File: src/rtl/flit_reader.sv
// flit_reader: collects one packet of FLITS flits from an upstream writer,
// then presents the stored packet downstream one flit per accepted transfer.
// Writing and sending alternate: while a packet is being sent, writes are
// rejected and reported on wr_drop in the following cycle.
//
// Optional feature macro: FLIT_PARITY_EN (adds out_parity, XOR of data_out).
//
// Ports
//   clk_in      : clock, all state changes on the rising edge
//   rst_in      : asynchronous active-high reset
//   wr_en       : upstream write strobe, one flit per cycle
//   data_in     : flit to store
//   wr_ready    : high while writes are accepted (FILL)
//   wr_drop     : one-cycle pulse, the previous cycle's write was rejected
//   out_valid   : a flit is presented downstream (SEND)
//   out_ready   : downstream accepts the presented flit
//   data_out    : presented flit, zero while out_valid is low
//   out_head    : presented flit is flit 0 of the packet
//   out_parity  : (FLIT_PARITY_EN only) even parity of data_out
//   out_tail    : presented flit is flit FLITS-1 of the packet
module flit_reader #(
  parameter int FLIT_WIDTH = 128,
  parameter int FLITS      = 5
) (
  input  logic                  clk_in,
  input  logic                  rst_in,
  input  logic                  wr_en,
  input  logic [FLIT_WIDTH-1:0] data_in,
  output logic                  wr_ready,
  output logic                  wr_drop,
  output logic                  out_valid,
  input  logic                  out_ready,
  output logic [FLIT_WIDTH-1:0] data_out,
  output logic                  out_head,
`ifdef FLIT_PARITY_EN
  output logic                  out_parity,
`endif
  output logic                  out_tail
);

  localparam int            PW   = $clog2(FLITS);
  localparam logic [PW-1:0] LAST = PW'(FLITS - 1);

  typedef enum logic {FILL, SEND} state_t;

  state_t                  state, state_nxt;
  logic [PW-1:0]           wr_ptr, wr_ptr_nxt;
  logic [PW-1:0]           rd_ptr, rd_ptr_nxt;
  logic [FLIT_WIDTH-1:0]   buffer [FLITS];
  logic                    wr_fire;
  logic                    rd_fire;
  logic                    drop_nxt;

  always_ff @(posedge clk_in or posedge rst_in) begin
    if (rst_in) begin
      state   <= FILL;
      wr_ptr  <= '0;
      rd_ptr  <= '0;
      wr_drop <= 1'b0;
    end else begin
      state   <= state_nxt;
      wr_ptr  <= wr_ptr_nxt;
      rd_ptr  <= rd_ptr_nxt;
      wr_drop <= drop_nxt;
    end
  end

  always_comb begin
    state_nxt  = state;
    wr_ptr_nxt = wr_ptr;
    rd_ptr_nxt = rd_ptr;
    wr_fire    = 1'b0;
    rd_fire    = 1'b0;
    drop_nxt   = 1'b0;
    case (state)
      FILL: begin
        if (wr_en) begin
          wr_fire = 1'b1;
          if (wr_ptr == LAST) begin
            wr_ptr_nxt = '0;
            state_nxt  = SEND;
          end else begin
            wr_ptr_nxt = wr_ptr + 1'b1;
          end
        end
      end
      SEND: begin
        // Writes arriving while a packet is being sent are discarded.
        drop_nxt = wr_en;
        if (out_ready) begin
          rd_fire = 1'b1;
          if (rd_ptr == LAST) begin
            rd_ptr_nxt = '0;
            state_nxt  = FILL;
          end else begin
            rd_ptr_nxt = rd_ptr + 1'b1;
          end
        end
      end
      default: state_nxt = FILL;
    endcase
  end

  // Reset clears the whole buffer so a discarded partial packet can never
  // resurface in a later one.
  always_ff @(posedge clk_in or posedge rst_in) begin
    if (rst_in) begin
      for (int i = 0; i < FLITS; i++) buffer[i] <= '0;
    end else if (wr_fire) begin
      buffer[wr_ptr] <= data_in;
    end
  end

  // Outputs are decoded directly from state and rd_ptr, so they follow an
  // asynchronous reset immediately and stay stable while out_ready is low.
  assign wr_ready  = (state == FILL);
  assign out_valid = (state == SEND);
  assign data_out  = out_valid ? buffer[rd_ptr] : '0;
  assign out_head  = out_valid && (rd_ptr == '0);
  assign out_tail  = out_valid && (rd_ptr == LAST);

`ifdef FLIT_PARITY_EN
  // data_out is already zero when nothing is presented, so parity is too.
  assign out_parity = ^data_out;
`endif

endmodule

File: config.mk
export PLATFORM = sky130hd
export DESIGN_NAME = flit_reader
export DESIGN_NICKNAME = d
export VERILOG_FILES = /design/src/rtl/flit_reader.sv
export SDC_FILE = /design/constraint.sdc
export NUM_CORES = 1
export LEC_CHECK = 0
export BUFFER_PORTS_ARGS = -buffer_cell sky130_fd_sc_hd__buf_4
export CORE_MARGIN = 2
export CORE_UTILIZATION = 60
export DETAILED_ROUTE_END_ITERATION = 8
export PLACE_DENSITY = 0.76
export SLEW_MARGIN = 0
export SYNTH_ARGS = -nofsm -noshare
export SYNTH_HDL_FRONTEND = slang
export SYNTH_SLANG_ARGS = --single-unit
File: constraint.sdc
create_clock -name clk_in -period 27.4 [get_ports clk_in]
set_input_delay 5.48 -clock clk_in [delete_from_list [all_inputs] [get_ports clk_in]]
set_output_delay 5.48 -clock clk_in [all_outputs]
set_load 0.005 [all_outputs]
======== Yosys cells after proc, flatten, opt, wreduce, memory -nomap -nowiden ========
Cells that the tools add are included.
storage, ports and cells
  output and inout port bits .............. 133
  bits in registers ....................... 648
  logic and storage cells ................. 42
operators by class
  muxes and demuxes ....................... 17
  bitwise operators ....................... 3
  add/subtract/negate cells ............... 2
  reduce and logical (&&, ||, !) cells .... 6
  equal/unequal tests ..................... 2
  $lt $le $gt $ge ......................... 3
operator list
  kind                                                number
  bitwise mux 640 bit                                 1
  two-way mux 128 bit                                 4
  binary-select mux 128 bit (select 3 bit)            1
  demux 128 bit (select 3 bit)                        1
  >= comparator 4 bit, second input constant          2
  NOT 3 -> 4 bit                                      2
  two-way mux 1 bit                                   7
  adder 3 x 1 -> 3 bit, second input constant         2
  equality test 3 bit, second input constant          2
  two-way mux 3 bit                                   2
  < comparator 4 x 1 -> 1 bit, second input constant  1
  AND reduction 2 bit                                 2
  logical AND 1 bit                                   3
  logical NOT 3 bit                                   1
  one-hot mux 1 bit (2 select lines)                  1
  NOT 1 bit                                           1

======== Logic depth before layout (Yosys ltp) ========
Gate-level depths: netlist (run 1).
  depth after elaboration ................. 6
  gate-level depth with buffers ........... 8
  mapped depth without buffers ............ 5

======== Least setup slack after synthesis (run 1) ========
OpenSTA, ideal clock, no wires.
  kind .................................... reg-to-output
  start point ............................. register state (netlist: out_valid)
  end point ............................... output port data_out[100]
  data arrival time ....................... 1.406 ns
  path buffers ............................ 3
  cell stages (with the launch flop) ...... 7
  path slack .............................. 20.514 ns
  cell sequence ........................... dfrtp_1 buf_4 nor3b_2 buf_4 buf_2 nand2_1 a222oi_1
between the ends
  cells in the longest elaborated chain, start to end .. 1
RTL lines
  what                      RTL line  RTL
  start: declaration        46        state_t state, state_nxt;
  start signal: assignment  61        state <= state_nxt;
  two-way mux 128 bit       118       assign data_out = out_valid ? buffer[rd_ptr] : '0;
  end: declaration          33        output logic [FLIT_WIDTH-1:0] data_out,
Every way passes these cells.

======== Worst setup path after layout (run 1) ========
  start point ............................. register rd_ptr[1]
  end point ............................... output port data_out[2]
between the ends
  cells in the longest elaborated chain, start to end .. 5
RTL lines
  what                                                    RTL line  RTL
  start: declaration                                      48        logic [PW-1:0] rd_ptr, rd_ptr_nxt;
  start signal: assignment                                63        rd_ptr <= rd_ptr_nxt;
  NOT 3 -> 4 bit (implied by the code)                    118
  binary-select mux 128 bit (select 3 bit)                118
  two-way mux 128 bit (implied by the code) (2 in a row)  118
  two-way mux 128 bit                                     118
Every way passes these cells. The select of a mux whose other input is x is not followed.

==> flow_metrics.tcl, run 1 <==
set metrics [dict create \
    status "finished, final reports clean" \
    yosysTopAreaCell "dfrtp_1" \
    clkLatencyLatePin_ns 0.59 \
    finClkSkew_ns 0.01835 \
    synth_top_family_by_area "multiplexers" \
    ys_async_sr_fraction_pct 100.0 \
    syn_area_per_cell_um2 14.55 \
    hold_class "flip-flop to flip-flop" \
    worst_hold_slack_ns 0.5018 \
    crit_arrival_ns 4.01 \
    relSlewSlack_pct 18.00 \
    min-delay-start "buffer[177]$_DFFE_PP0P_" \
    routed_wirelength_um 66680 \
    synth_cells 2000 \
    maxCapViolCount 0 \
    pwr_density_cell_nw_per_um2 129.7 \
    clk_pin_slew_worst_paths_ns 0.06 \
    period_needed_ns 9.493 \
    hold_buffers 0 \
    path_class "flip-flop to output pin" \
    ys_warn_count 0 \
    drc 0 \
    ioPinCount 265 \
    drv_slew 0 \
    hpwl_um 37580 \
    start_kind "flip-flop" \
    synth-xor-area-share_pct 0 \
    vias 17820 \
    fin_cells 2870 \
    vdd_drop_max_v 0.00009732 \
    antenna_found_initial 5 \
    synth_seq_area_share_pct 55.72 \
    antenna_left 0 \
    io_buffers 264 \
    grt_pass1_vias 18980 \
    crit_start "rd_ptr[1]$_DFFE_PP0P_" \
    tns_ns 0 \
    leakage_nw 15.19 \
    cts_resized 0 \
    p_total_w 0.004332 \
    die_x_um 224.2 \
    syn2layout_area_growth_pct 14.81 \
    worst_slew_pin_slew_ns 1.230 \
    drtIter0Drc 1504 \
    synth_edf_count 0 \
    grt_setup_unrepaired "false" \
    numCtsBuffers 68 \
    start_util_pct 60.83 \
    final.period_utilization_pct 34.65 \
    chipHeight_um 224.2 \
    synth_most_common_cell "dfrtp_1" \
    overflow 0 \
    ys_ff_latch 648 \
    syn_nets 2136 \
    wire_per_inst_um 23.23 \
    rr_startpoint "out_valid$_DFF_PP0_" \
    synth_area_um2 29100 \
    synth_simple_gate_area_share_pct 2.089 \
    critPathCaptureType "output pin" \
    cp_max_fo 69 \
    ys.flop_type "dfrtp_1" \
    drive_gt1_share_pct 46.67 \
    setup_violations 0 \
    num_rows 80 \
    cts_setup_buffers 0 \
    dpl.cell_count 2747 \
    clkSinkCount 648 \
    synth_compound_area_share_pct 4.630 \
    finalHoldViolations 0 \
    avgViaCountPerCell 6.210 \
    place_congestion 0.7651 \
    grt_max_degree 176 \
    track_usage_pct 26.85 \
    dr.pass1.iters 7 \
    core_um2 47850 \
    synth_cell_types 26 \
    grt_pass1_wl_um 105600 \
    synth_common_cells "648 x dfrtp_1, 642 x mux2_2, 256 x mux2i_1" \
    nFillCells 3341 \
    die-area_um2 50280 \
    root_buffer "clkbuf_16" \
    nets 2338 \
    h-tree-depth 3 \
    fmax_ghz 0.1053 \
    clockBufferDepth 3 \
    cts_tree "yes" \
    muxShareOfSynthArea_pct 33.65 \
    synth_top_area_share_pct 55.72 \
    required_ns 21.92 \
    synthAdderAreaFrac_pct 0.1720 \
    synth_area_leaders "dfrtp_1 56%, mux2_2 25%, mux2i_1 8.8%" \
]
-- worst max-delay path, stage by stage, from the launching register on --
cell,delay (ns)
dfrtp_4,0.73
nor3b_4,0.25
buf_4,0.69
buf_4,0.89
nand2_1,0.11
a222oi_1,0.49
buf_4,0.22
-- worst paths after layout --
| path | endpoint | slack (ns) | cells after the start |
|---|---|---|---|
| worst max register to register | buffer[622]$_DFFE_PP0P_ | 24.04 | 5 |
| max in group asynchronous | buffer[164]$_DFFE_PP0P_ | 19.73 | 4 |
| min in group asynchronous | buffer[88]$_DFFE_PP0P_ | 5.17 | 2 |
| worst min register to register | buffer[177]$_DFFE_PP0P_ | 0.50 | 1 |
| worst min-delay path | buffer[177]$_DFFE_PP0P_ | 0.50 | 1 |
| worst max-delay path | data_out[2] | 17.91 | 6 |
-- cell type report --
type / count / area [um2] / share of cell area (%)
Tap cell: 615 / 769.5 / 2.303
Clock buffer: 106 / 2161 / 6.467
Multi-Input combinational cell: 1189 / 11870 / 35.53
Sequential cell: 648 / 16220 / 48.54
Antenna cell: 1 / 2.502 / 0.007490
Timing Repair Buffer: 288 / 2200 / 6.583
Inverter: 7 / 33.78 / 0.1011
Clock inverter: 16 / 155.1 / 0.4644
-- logic make-up after synthesis --
family | count (synthesis)
compound gates | 138
fa+ha+maj | 4
buf+inv | 163
flops | 648
mux | 898
simple gates | 149
-- layer usage --
| layer | vias to the layer above | track usage (%) | wire length (um) |
|---|---|---|---|
| li1 | 7887 | - | - |
| met1 | 9357 | 35.28 | 28300 |
| met2 | 468 | 45.22 | 32910 |
| met3 | 103 | 6.153 | 4043 |
| met4 | 8 | 7.285 | 1382 |
| met5 | - | 0 | 49 |
-- sequential cells by signal, indices dropped and copies added (netlist names) --
name and count:
out_valid 1, wr_drop 1, wr_ptr 3, buffer 640
rd_ptr 3
-- cell usage in the layout, fill, tap and decap left out, types with 2 or more instances in the layout --
cell / Yosys / layout
clkbuf_16: 0 / 73
a21oi_1: 2 / 2
nand3_4: 0 / 3
o21ai_0: 3 / 3
buf_12: 0 / 3
clkinv_2: 0 / 13
a222oi_1: 128 / 128
mux2i_1: 256 / 256
inv_1: 7 / 6
nor2_1: 5 / 5
dfrtp_1: 648 / 647
mux2_2: 642 / 642
nor3b_4: 1 / 2
ha_1: 4 / 4
bufinv_16: 0 / 3
nand2_1: 130 / 129
a22o_1: 3 / 3
clkbuf_1: 31 / 12
buf_4: 11 / 285
clkbuf_8: 0 / 21
nor2_4: 0 / 2
-- power by group --
group	internal, W	switching [W]	total [W]
registers	0.00143	0.000247	0.00167
clock network	0.000569	0.000363	0.000933
logic	0.000919	0.000808	0.00173
-- per-stage QoR --
stage | area [um2] | util [%] | worst slack (ns)
after global routing | 33410 | 69.83 | 17.78
after floorplan | 29100 | - | 3.764
after global placement | 31090 | 64.99 | 18.58
after detailed placement | 31090 | 64.99 | 18.59
after CTS | 33410 | 69.83 | 17.93
final | 33410 | 69.83 | 17.91
(Power assumes the default switching activity.)
==> run 2, diff against run 1 <==
CORE_UTILIZATION = 54   (was 60)
PLACE_DENSITY = 0.72   (was 0.76)
clock period = 7.7 ns   (was 27.4 ns; I/O delays follow)
==> run 2 against run 1 <==
Design area about the same. Via count increased by 0.47%. Combinational power increased to 3.6 times the previous value. Sequential power increased to 3.6 times the previous value. Non-clock buffer count decreased by 2. Critical endpoint is now data_out[34]. Largest power group unchanged.
==> flow_metrics.tcl, run 2 (synthesis results as in run 1) <==
set metrics [dict create \
    status "finished, final reports clean" \
    h-tree-depth 3 \
    reg.largest.list "buffer x640, rd_ptr x3, wr_ptr x3" \
    die_x_um 236.2 \
    path_class "flip-flop to output pin" \
    place_ws_ns 3.382 \
    clockBufferDepth 3 \
    power_switching_w 0.005047 \
    drive_gt1_share_pct 46.25 \
    hpwl_um 36900 \
    setup_ws_ns 2.619 \
    ioPinCount 265 \
    dr.pass1.iters 7 \
    maxCapViolCount 0 \
    core_um2 53600 \
    hold_class "flip-flop to flip-flop" \
    worst_slew_pin_slew_ns 1.117 \
    final_util_pct 62.33 \
    num_rows 85 \
    dpl.cell_count 2826 \
    drc 0 \
    combPwrFrac_pct 40.3 \
    antenna_left 0 \
    worst_hold_slack_ns 0.5018 \
    syn2layout_area_growth_pct 14.80 \
    hold_buffers 0 \
    leakage_nw 15.11 \
    cp_max_fo 125 \
    final.period_utilization_pct 65.98 \
    crit_arrival_ns 3.54 \
    switching_share_pct 32.97 \
    drv_slew 0 \
    final_common_cell "dfrtp_1" \
    grt_pass1_wl_um 107200 \
    finClkSkew_ns 0.01793 \
    setup_violations 0 \
    vias 17910 \
    clk_pin_slew_worst_paths_ns 0.06 \
    nets 2338 \
    critPathCaptureType "output pin" \
    track_usage_pct 24.40 \
    largest_register_ffs 640 \
    required_ns 6.16 \
    chipHeight_um 236.2 \
    root_buffer "clkbuf_16" \
    drtIter0Drc 1562 \
    avgViaCountPerCell 6.095 \
    relSlewSlack_pct 25.56 \
    routed_wirelength_um 67800 \
    numCtsBuffers 70 \
    sequentialPowerShare_pct 38.9 \
    pwr-share-clk_pct 20.8 \
    start_kind "flip-flop" \
    wire_per_inst_um 23.08 \
    p_total_w 0.01531 \
    vdd_drop_max_v 0.0004820 \
    die-area_um2 55770 \
    fin_cells 2938 \
    finalHoldViolations 0 \
    overflow 0 \
    pwr_density_cell_nw_per_um2 458.2 \
    period_needed_ns 5.081 \
    grt_pass1_vias 19040 \
    place_congestion 0.7296 \
    cts_setup_buffers 0 \
    cts_tree "yes" \
    nFillCells 4101 \
    fmax_ghz 0.1968 \
    grt_setup_unrepaired "false" \
    cts_resized 0 \
    start_util_pct 54.30 \
    final_cell_mix "647 x dfrtp_1, 642 x mux2_2, 277 x buf_4, 256 x mux2i_1, 129 x nand2_1" \
    clkSinkCount 648 \
    antenna_found_initial 9 \
    top_register "buffer" \
    seq_area_um2 16220 \
    multiInputGateArea_um2 11870 \
    io_buffers 264 \
    grt_max_degree 181 \
    p_int_w 0.01026 \
    clkLatencyLatePin_ns 0.60 \
]
==> run 2: cell count changes in the layout (fill, tap and decap cells not counted), moves of 3 or more <==
cell | before | now
buf_12 | 3 | 9
buf_4 | 285 | 277
clkbuf_8 | 21 | 13
clkinv_2 | 13 | 7
diode_2 | 1 | 4
==> run 2: final timing paths <==
| path | start | end | slack (ns) | depth (start not counted) |
|---|---|---|---|---|
| max in group asynchronous | rst_in | buffer[51]$_DFFE_PP0P_ | 5.23 | 3 |
| min in group asynchronous | rst_in | buffer[91]$_DFFE_PP0P_ | 1.07 | 2 |
| setup / recovery | rd_ptr[1]$_DFFE_PP0P_ | data_out[34] | 2.62 | 4 |
| setup reg to reg | out_valid$_DFF_PP0_ | buffer[288]$_DFFE_PP0P_ | 4.48 | 4 |
| hold / removal | buffer[629]$_DFFE_PP0P_ | buffer[629]$_DFFE_PP0P_ | 0.50 | 1 |
| hold reg to reg | buffer[629]$_DFFE_PP0P_ | buffer[629]$_DFFE_PP0P_ | 0.50 | 1 |
==> run 2: through the flow <==
step,area (um2),TNS (ns)
2_1_floorplan,29110,-1746.12
3_3_place_gp,31250,0
3_5_place_dp,31250,0
4_1_cts,33400,0
5_1_grt,33410,0
6_report,33410,0
==> run 2: metal layers <==
metal  share of wire, %  GRT usage (%)  vias up
met4                2.1          7.633       10
met3                6.5          5.067      101
met5               0.10              0        -
met2                 48          39.45      498
li1                   -              -     7875
met1                 44          33.31     9423
==> run 2: critical path: stages (launching register included) <==
cell and delay, ns:
dfrtp_4 0.93, buf_12 0.65, mux2i_1 0.18, a222oi_1 0.65, buf_4 0.22
==> run 2: final cells by class <==
class,count,area share [%]
multi-input combinational,1189,35.53
tap,696,2.606
sequential,648,48.55
antenna,4,0.02996
timing repair buffer,286,6.763
clock inverter,9,0.2846
inverter,7,0.08988
clock buffer,99,6.149
==> run 2: power by group through the flow <==
stage | Clock, W | Combinational [W] | Sequential, W
after floorplan | 0 | 0.00417 | 0.00571
after global placement | 0 | 0.00602 | 0.00589
after detailed placement | 0 | 0.00618 | 0.00601
after CTS | 0.00328 | 0.00620 | 0.00595
after global routing | 0.00342 | 0.00660 | 0.00616
final | 0.00319 | 0.00617 | 0.00595
